$ cat src/rtl/ex_issue_ctrl_if.sv
// Decode, EX, writeback and status signals of the issue controller, bundled as one port.
// slave: the controller; master: the surrounding pipeline (decode/EX/WB) or a bench.
interface ex_issue_ctrl_if #(
    parameter int NREG  = 32,
    parameter int RIDX  = 5,
    parameter int DEPTH = 2
);
    logic                     i_id_valid;
    logic                     o_id_ready;
    logic [RIDX-1:0]          i_id_rd;
    logic [RIDX-1:0]          i_id_rs1;
    logic [RIDX-1:0]          i_id_rs2;
    logic                     i_id_writes_rd;
    logic                     i_id_uses_rs2;
    logic                     o_ex_start;
    logic [$clog2(DEPTH)-1:0] o_ex_slot;
    logic                     i_ex_done;
    logic                     i_ex_branch;
    logic                     i_wb_valid;
    logic [RIDX-1:0]          i_wb_rd;
    logic                     o_flush;
    logic [NREG-1:0]          o_busy;
    logic [31:0]              o_stall_cnt;

    modport slave (
        input  i_id_valid, i_id_rd, i_id_rs1, i_id_rs2, i_id_writes_rd, i_id_uses_rs2,
        input  i_ex_done, i_ex_branch, i_wb_valid, i_wb_rd,
        output o_id_ready, o_ex_start, o_ex_slot, o_flush, o_busy, o_stall_cnt
    );

    modport master (
        output i_id_valid, i_id_rd, i_id_rs1, i_id_rs2, i_id_writes_rd, i_id_uses_rs2,
        output i_ex_done, i_ex_branch, i_wb_valid, i_wb_rd,
        input  o_id_ready, o_ex_start, o_ex_slot, o_flush, o_busy, o_stall_cnt
    );
endinterface

$ cat src/rtl/ex_issue_ctrl.sv
// ex_issue_ctrl: in-order issue controller, DEPTH-entry buffer plus RAW busy scoreboard.
// Optional macro EX_ISSUE_STALL_CNT_EN builds the saturating hazard stall counter.
//
// state | meaning
// IDLE  | wait for a non-empty buffer whose head is not blocked
// ISSUE | pulse ex_start, pop the head, mark its rd busy
// WAIT  | instruction in EX, wait for ex_done
// FLUSH | taken branch: pulse flush, empty the buffer
module ex_issue_ctrl #(
    parameter int NREG  = 32,
    parameter int RIDX  = 5,
    parameter int DEPTH = 2
) (
    input  logic           i_clk,
    input  logic           i_reset,
    ex_issue_ctrl_if.slave bus
);
    localparam int PW = $clog2(DEPTH);
    localparam int CW = $clog2(DEPTH + 1);

    typedef enum logic [1:0] {S_IDLE, S_ISSUE, S_WAIT, S_FLUSH} state_t;

    typedef struct packed {
        logic [RIDX-1:0] rd;
        logic [RIDX-1:0] rs1;
        logic [RIDX-1:0] rs2;
        logic            writes_rd;
        logic            uses_rs2;
    } entry_t;

    state_t          state_q;
    entry_t          buf_q [DEPTH];
    entry_t          head_e;
    logic [PW-1:0]   head_q, head_d, tail_q, tail_d, ex_slot_q;
    logic [CW-1:0]   count_q, count_d;
    logic [NREG-1:0] busy_q, busy_d;
    logic            ex_start_q, flush_q;
    logic            id_ready, push, pop, has_head, blocked;

    function automatic logic [PW-1:0] nxt_ptr(input logic [PW-1:0] p);
        return (p == PW'(DEPTH - 1)) ? '0 : p + PW'(1);
    endfunction

    assign head_e   = buf_q[head_q];
    assign has_head = (count_q != '0);
    assign blocked  = busy_q[head_e.rs1] || (head_e.uses_rs2 && busy_q[head_e.rs2]);
    assign id_ready = !i_reset && (count_q < CW'(DEPTH)) && (state_q != S_FLUSH);
    assign push     = bus.i_id_valid && id_ready;
    assign pop      = (state_q == S_ISSUE);

    always_comb begin
        head_d  = head_q;
        tail_d  = tail_q;
        count_d = count_q;
        busy_d  = busy_q;
        if (push) tail_d = nxt_ptr(tail_q);
        if (pop)  head_d = nxt_ptr(head_q);
        if (push && !pop)      count_d = count_q + CW'(1);
        else if (pop && !push) count_d = count_q - CW'(1);
        if (state_q == S_FLUSH) begin
            count_d = '0;
            head_d  = tail_q;
        end
        // set after clear so an issue marking rd wins over a same-cycle writeback of rd
        if (bus.i_wb_valid)             busy_d[bus.i_wb_rd] = 1'b0;
        if (pop && head_e.writes_rd)    busy_d[head_e.rd]   = 1'b1;
        busy_d[0] = 1'b0;
    end

    always_ff @(posedge i_clk) begin
        if (i_reset) begin
            state_q    <= S_IDLE;
            head_q     <= '0;
            tail_q     <= '0;
            count_q    <= '0;
            busy_q     <= '0;
            ex_start_q <= 1'b0;
            ex_slot_q  <= '0;
            flush_q    <= 1'b0;
        end else begin
            head_q     <= head_d;
            tail_q     <= tail_d;
            count_q    <= count_d;
            busy_q     <= busy_d;
            ex_start_q <= 1'b0;
            flush_q    <= 1'b0;
            case (state_q)
                S_IDLE: begin
                    if (has_head && !blocked) begin
                        state_q    <= S_ISSUE;
                        ex_start_q <= 1'b1;
                        ex_slot_q  <= head_q;
                    end
                end
                S_ISSUE: state_q <= S_WAIT;
                S_WAIT: begin
                    if (bus.i_ex_done) begin
                        if (bus.i_ex_branch) begin
                            state_q <= S_FLUSH;
                            flush_q <= 1'b1;
                        end else begin
                            state_q <= S_IDLE;
                        end
                    end
                end
                S_FLUSH: state_q <= S_IDLE;
                default: state_q <= S_IDLE;
            endcase
        end
    end

    always_ff @(posedge i_clk) begin
        if (push) begin
            buf_q[tail_q] <= {bus.i_id_rd, bus.i_id_rs1, bus.i_id_rs2,
                              bus.i_id_writes_rd, bus.i_id_uses_rs2};
        end
    end

`ifdef EX_ISSUE_STALL_CNT_EN
    logic [31:0] stall_q;

    always_ff @(posedge i_clk) begin
        if (i_reset) begin
            stall_q <= '0;
        end else if ((state_q == S_IDLE) && has_head && blocked && (stall_q != '1)) begin
            stall_q <= stall_q + 32'd1;
        end
    end

    assign bus.o_stall_cnt = stall_q;
`else
    assign bus.o_stall_cnt = '0;
`endif

    assign bus.o_id_ready = id_ready;
    assign bus.o_ex_start = ex_start_q;
    assign bus.o_ex_slot  = ex_slot_q;
    assign bus.o_flush    = flush_q;
    assign bus.o_busy     = busy_q;
endmodule

$ cat src/flat_wrapper.sv
// flat-port wrapper written by rule: the top's interface ports become plain ports
module ex_issue_ctrl_flat 
#(
    parameter int NREG  = 32,
    parameter int RIDX  = 5,
    parameter int DEPTH = 2
)
  (i_clk, i_reset, bus_i_id_valid, bus_i_id_rd, bus_i_id_rs1, bus_i_id_rs2, bus_i_id_writes_rd, bus_i_id_uses_rs2, bus_i_ex_done, bus_i_ex_branch, bus_i_wb_valid, bus_i_wb_rd, bus_o_id_ready, bus_o_ex_start, bus_o_ex_slot, bus_o_flush, bus_o_busy, bus_o_stall_cnt);
  ex_issue_ctrl_if #(.NREG(NREG), .RIDX(RIDX), .DEPTH(DEPTH)) bus_i ();
  input  logic i_clk;
  input  logic i_reset;
  input wire logic [$bits(bus_i.i_id_valid)-1:0] bus_i_id_valid;
  input wire logic [$bits(bus_i.i_id_rd)-1:0] bus_i_id_rd;
  input wire logic [$bits(bus_i.i_id_rs1)-1:0] bus_i_id_rs1;
  input wire logic [$bits(bus_i.i_id_rs2)-1:0] bus_i_id_rs2;
  input wire logic [$bits(bus_i.i_id_writes_rd)-1:0] bus_i_id_writes_rd;
  input wire logic [$bits(bus_i.i_id_uses_rs2)-1:0] bus_i_id_uses_rs2;
  input wire logic [$bits(bus_i.i_ex_done)-1:0] bus_i_ex_done;
  input wire logic [$bits(bus_i.i_ex_branch)-1:0] bus_i_ex_branch;
  input wire logic [$bits(bus_i.i_wb_valid)-1:0] bus_i_wb_valid;
  input wire logic [$bits(bus_i.i_wb_rd)-1:0] bus_i_wb_rd;
  output wire logic [$bits(bus_i.o_id_ready)-1:0] bus_o_id_ready;
  output wire logic [$bits(bus_i.o_ex_start)-1:0] bus_o_ex_start;
  output wire logic [$bits(bus_i.o_ex_slot)-1:0] bus_o_ex_slot;
  output wire logic [$bits(bus_i.o_flush)-1:0] bus_o_flush;
  output wire logic [$bits(bus_i.o_busy)-1:0] bus_o_busy;
  output wire logic [$bits(bus_i.o_stall_cnt)-1:0] bus_o_stall_cnt;
  assign bus_i.i_id_valid = bus_i_id_valid;
  assign bus_i.i_id_rd = bus_i_id_rd;
  assign bus_i.i_id_rs1 = bus_i_id_rs1;
  assign bus_i.i_id_rs2 = bus_i_id_rs2;
  assign bus_i.i_id_writes_rd = bus_i_id_writes_rd;
  assign bus_i.i_id_uses_rs2 = bus_i_id_uses_rs2;
  assign bus_i.i_ex_done = bus_i_ex_done;
  assign bus_i.i_ex_branch = bus_i_ex_branch;
  assign bus_i.i_wb_valid = bus_i_wb_valid;
  assign bus_i.i_wb_rd = bus_i_wb_rd;
  assign bus_o_id_ready = bus_i.o_id_ready;
  assign bus_o_ex_start = bus_i.o_ex_start;
  assign bus_o_ex_slot = bus_i.o_ex_slot;
  assign bus_o_flush = bus_i.o_flush;
  assign bus_o_busy = bus_i.o_busy;
  assign bus_o_stall_cnt = bus_i.o_stall_cnt;
  ex_issue_ctrl #(.NREG(NREG), .RIDX(RIDX), .DEPTH(DEPTH)) u_core (.i_clk(i_clk), .i_reset(i_reset), .bus(bus_i));
endmodule
$ cat config.mk
export PLATFORM = sky130hd
export DESIGN_NAME = ex_issue_ctrl_flat
export DESIGN_NICKNAME = d
export VERILOG_FILES = /design/src/rtl/ex_issue_ctrl_if.sv /design/src/rtl/ex_issue_ctrl.sv /design/src/flat_wrapper.sv
export SDC_FILE = /design/constraint.sdc
export NUM_CORES = 1
export LEC_CHECK = 0
export CAP_MARGIN = 0
export CORE_MARGIN = 2
export CORE_UTILIZATION = 45
export DETAILED_ROUTE_END_ITERATION = 12
export PLACE_DENSITY = 0.81
export SLEW_MARGIN = 20
export SYNTH_ARGS = -nofsm -noshare
export SYNTH_HDL_FRONTEND = slang
export SYNTH_SLANG_ARGS = --single-unit
$ cat constraint.sdc
create_clock -name i_clk -period 2.35 [get_ports i_clk]
set_input_delay 0.705 -clock i_clk [delete_from_list [all_inputs] [get_ports i_clk]]
set_output_delay 0.705 -clock i_clk [all_outputs]
set_load 0.02 [all_outputs]
==> out/metrics.yaml <==
outcome: "complete, but fails checks"
violations_in_the_final_reports: "negative setup slack"
drt-total-wl_mm: 10.0
crit_path_max_incr_delay_ns: 0.52
hold_depth: 2
netSwitchingFraction: 0.330
global_route.usage.total: 0.211
core.rowCount: 33
hpwl_mm: 7.18
cts_hold_repair.buffers: 0
synth_top_flop_cell: "sky130_fd_sc_hd__dfxtp_1"
die_area_mm2: 0.00940
grt_first_pass_wirelength_mm: 15.9
clk_latency_ns: 0.36
netlist_instances: 384
setup_total_negative_slack_ns: -0.0189
holdWs_ns: 0.518
cts_sinks: 75
h-tree-depth: 3
gr-total-overflow: 0
layout_setup_ws_ns: -0.0141
start_kind: "flip-flop"
internal_power_mw: 2.57
fp.dieH_um: 96.9
dp_slack_ns: -0.393
critPathSlowestCell: "sky130_fd_sc_hd__mux4_2"
final-seq-area_mm2: 0.00185
post_layout_nonfiller_instances: 587
drt_pre_antenna_iters: 5
multi_input_area_mm2: 0.00187
boundaryPins: 96
power.density_mw_per_mm2: 771
grt_max_degree: 38
netlist_area_mm2: 0.00389
cellLeakagePower_nw: 1.79
sequentialPowerShare: 0.417
maxSlewViolCount: 0
clock_tree_from_tritoncts: "built"
drt-wirelength-per-cell_um: 17.0
logic_depth_of_the_worst_setup_path_including_buffers: 8
fmax_ghz: 0.423
timing.critical_path.buf_inv: 1
timing.critical_path.required_ns: 2.61
critical_path.cell_chain: "mux2i_4 -> buf_12 -> mux4_2 -> mux2i_2 -> a211oi_2 -> nor4_4 -> and2b_1 -> o21ai_1"
floorplan.initialDensity: 0.468
port-buffer-count: 62
post-place-cells: 566
ant_nets: 0
grt_pass1_vias: 3256
layout-drive-gt1-share: 0.166
area_growth_pct: 28.0
setup.worst_path.class: "reg2reg"
max-clock-path-buffers: 2
antenna_found_initial: 0
synth_edf_count: 34
cts_buffers: 9
worstSetupEndpointType: "flip-flop"
worstPathArrival_ns: 2.62
gpl.final_weighted_congestion: 0.883
combPwrFrac: 0.326
fin_crit_sh: 1.01
syn_warnings: 0
timing.critical_path.fanout_max: 6
vias: 3282
netlist-cell-type-count: 48
placedInstanceArea_mm2: 0.00469
core_area_mm2: 0.00830
clk_pin_slew_ns: 0.08
critical-path-top-delay-family: "multiplexers"
fillCellCount: 673
drc: 0
post-route-cell-area_mm2: 0.00497
timing.final.setup_violations: 2
layout.core_utilization: 0.599
hold_path_class: "reg2reg"
synth_sequential_area_ratio: 0.474
n_antenna_cell: 0
min_period_ns: 2.36
avg_inst_size_synth_um2: 10.1
pwr-share-clk: 0.257
postSynthRegisterBits: 75
p_switching_mw: 1.26
design_power_total_mw: 3.84
route.detailed.vias_per_inst: 5.59
drc_violation_total_after_the_first_tritonroute_iteration: 283
die-width_um: 96.9
finish.net_count: 506
final_hold_viol_count: 0
reg2reg_depth: 8
cts_root_buffer: "sky130_fd_sc_hd__clkbuf_8"
ir_drop_mv: 0.399
skew_ns: 0.00913
synth_async_sr_flop_share: 0
grt_setup_unrepaired: "yes"
cap_violations: 0
worst paths after layout:
kind                                              to            startpoint  slack (ns)
worst min register to register  u_core.bus.o_ex_slot  u_core.bus.o_ex_slot        0.52
worst max register to register  u_core.bus.o_ex_slot             flip-flop       -0.01
worst min-delay path            u_core.bus.o_ex_slot  u_core.bus.o_ex_slot        0.52
worst max-delay path            u_core.bus.o_ex_slot             flip-flop       -0.01
Yosys cell counts, drive strengths merged, types with 3 or more instances:
master,count,area share
nand2,48,0.046
dfxtp,41,0.21
a21oi,39,0.050
buf,38,0.072
o21ai,37,0.049
edfxtp,34,0.26
nor2,32,0.031
mux2i,22,0.063
inv,10,0.0097
mux4,9,0.059
nand3b,6,0.012
nand2b,5,0.0080
a32oi,4,0.0090
clkbuf,4,0.0039
mux2,4,0.012
nand3,4,0.0051
a211oi,3,0.0058
and2,3,0.0048
nor2b,3,0.0048
nor3,3,0.0039
o32a,3,0.0077
or3b,3,0.0068
xor2,3,0.0068
flip-flops by register name, indices dropped and copies added (netlist names), 2 cells and up, named ones only:
signal,flops
u_core.state_q,2
u_core.count_q,2
u_core.buf_q,34
u_core.bus.o_busy,31
cells in the final DEF (no fill, tap or decap), types with 5 or more instances in the layout:
| cell | count |
|---|---|
| sky130_fd_sc_hd__edfxtp_1 | 34 |
| sky130_fd_sc_hd__nor2_1 | 31 |
| sky130_fd_sc_hd__inv_1 | 10 |
| sky130_fd_sc_hd__a21oi_1 | 38 |
| sky130_fd_sc_hd__clkbuf_8 | 9 |
| sky130_fd_sc_hd__mux4_2 | 9 |
| sky130_fd_sc_hd__dfxtp_1 | 40 |
| sky130_fd_sc_hd__mux2i_1 | 16 |
| sky130_fd_sc_hd__o21ai_0 | 35 |
| sky130_fd_sc_hd__conb_1 | 33 |
| sky130_fd_sc_hd__nand2_1 | 48 |
| sky130_fd_sc_hd__buf_4 | 25 |
| sky130_fd_sc_hd__nand3b_1 | 6 |
| sky130_fd_sc_hd__clkdlybuf4s50_1 | 61 |
| sky130_fd_sc_hd__nand2b_1 | 5 |
routing by layer:
metal	vias to the layer above	routed length (µm)	track usage
li1	1525	-	-
met1	1566	3980	0.252
met2	168	4940	0.359
met3	23	861	0.0607
met4	0	214	0.0856
met5	-	0	0
area by class of cell:
cell class / count / share of cell area
clock inverter: 6 / 0.0131
sequential: 75 / 0.371
inverter: 10 / 0.00755
multi-input combinational: 289 / 0.375
tap: 105 / 0.0264
timing repair buffer: 92 / 0.181
clock buffer: 10 / 0.0257
cells by family after synthesis:
family	synth area share
AOI/OAI and AO/OA	0.155
xor gates and xnor gates	0.00676
adders and majority gates	0.00322
buffers and inverters	0.0853
DFF	0.474
muxes	0.134
other	0.000965
and+or+nand+nor	0.142
timing repair:
item,CTS,global route
buffers inserted,5,0
gates cloned,0,0
endpoints found under the setup margin,4,4
resized for setup,17,11
pin swaps,4,0
power groups by stage:
stage               Combinational, mW  Sequential [mW]  Clock [mW]
floorplan                       0.790             1.60           0
global placement                 1.10             1.61           0
detailed placement               1.13             1.62           0
CTS                              1.20             1.60       0.987
global route                     1.34             1.62        1.05
finish                           1.25             1.60       0.986
worst min-delay path: cells and delay by family, from the launching register on:
| kind | cells | cell delay, ns |
|---|---|---|
| AND/OR/NAND/NOR | 1 | 0.08 |
| flip-flops | 1 | 0.32 |
| AO/OA/AOI/OAI | 1 | 0.07 |
Power figures use the tool's default switching activity.
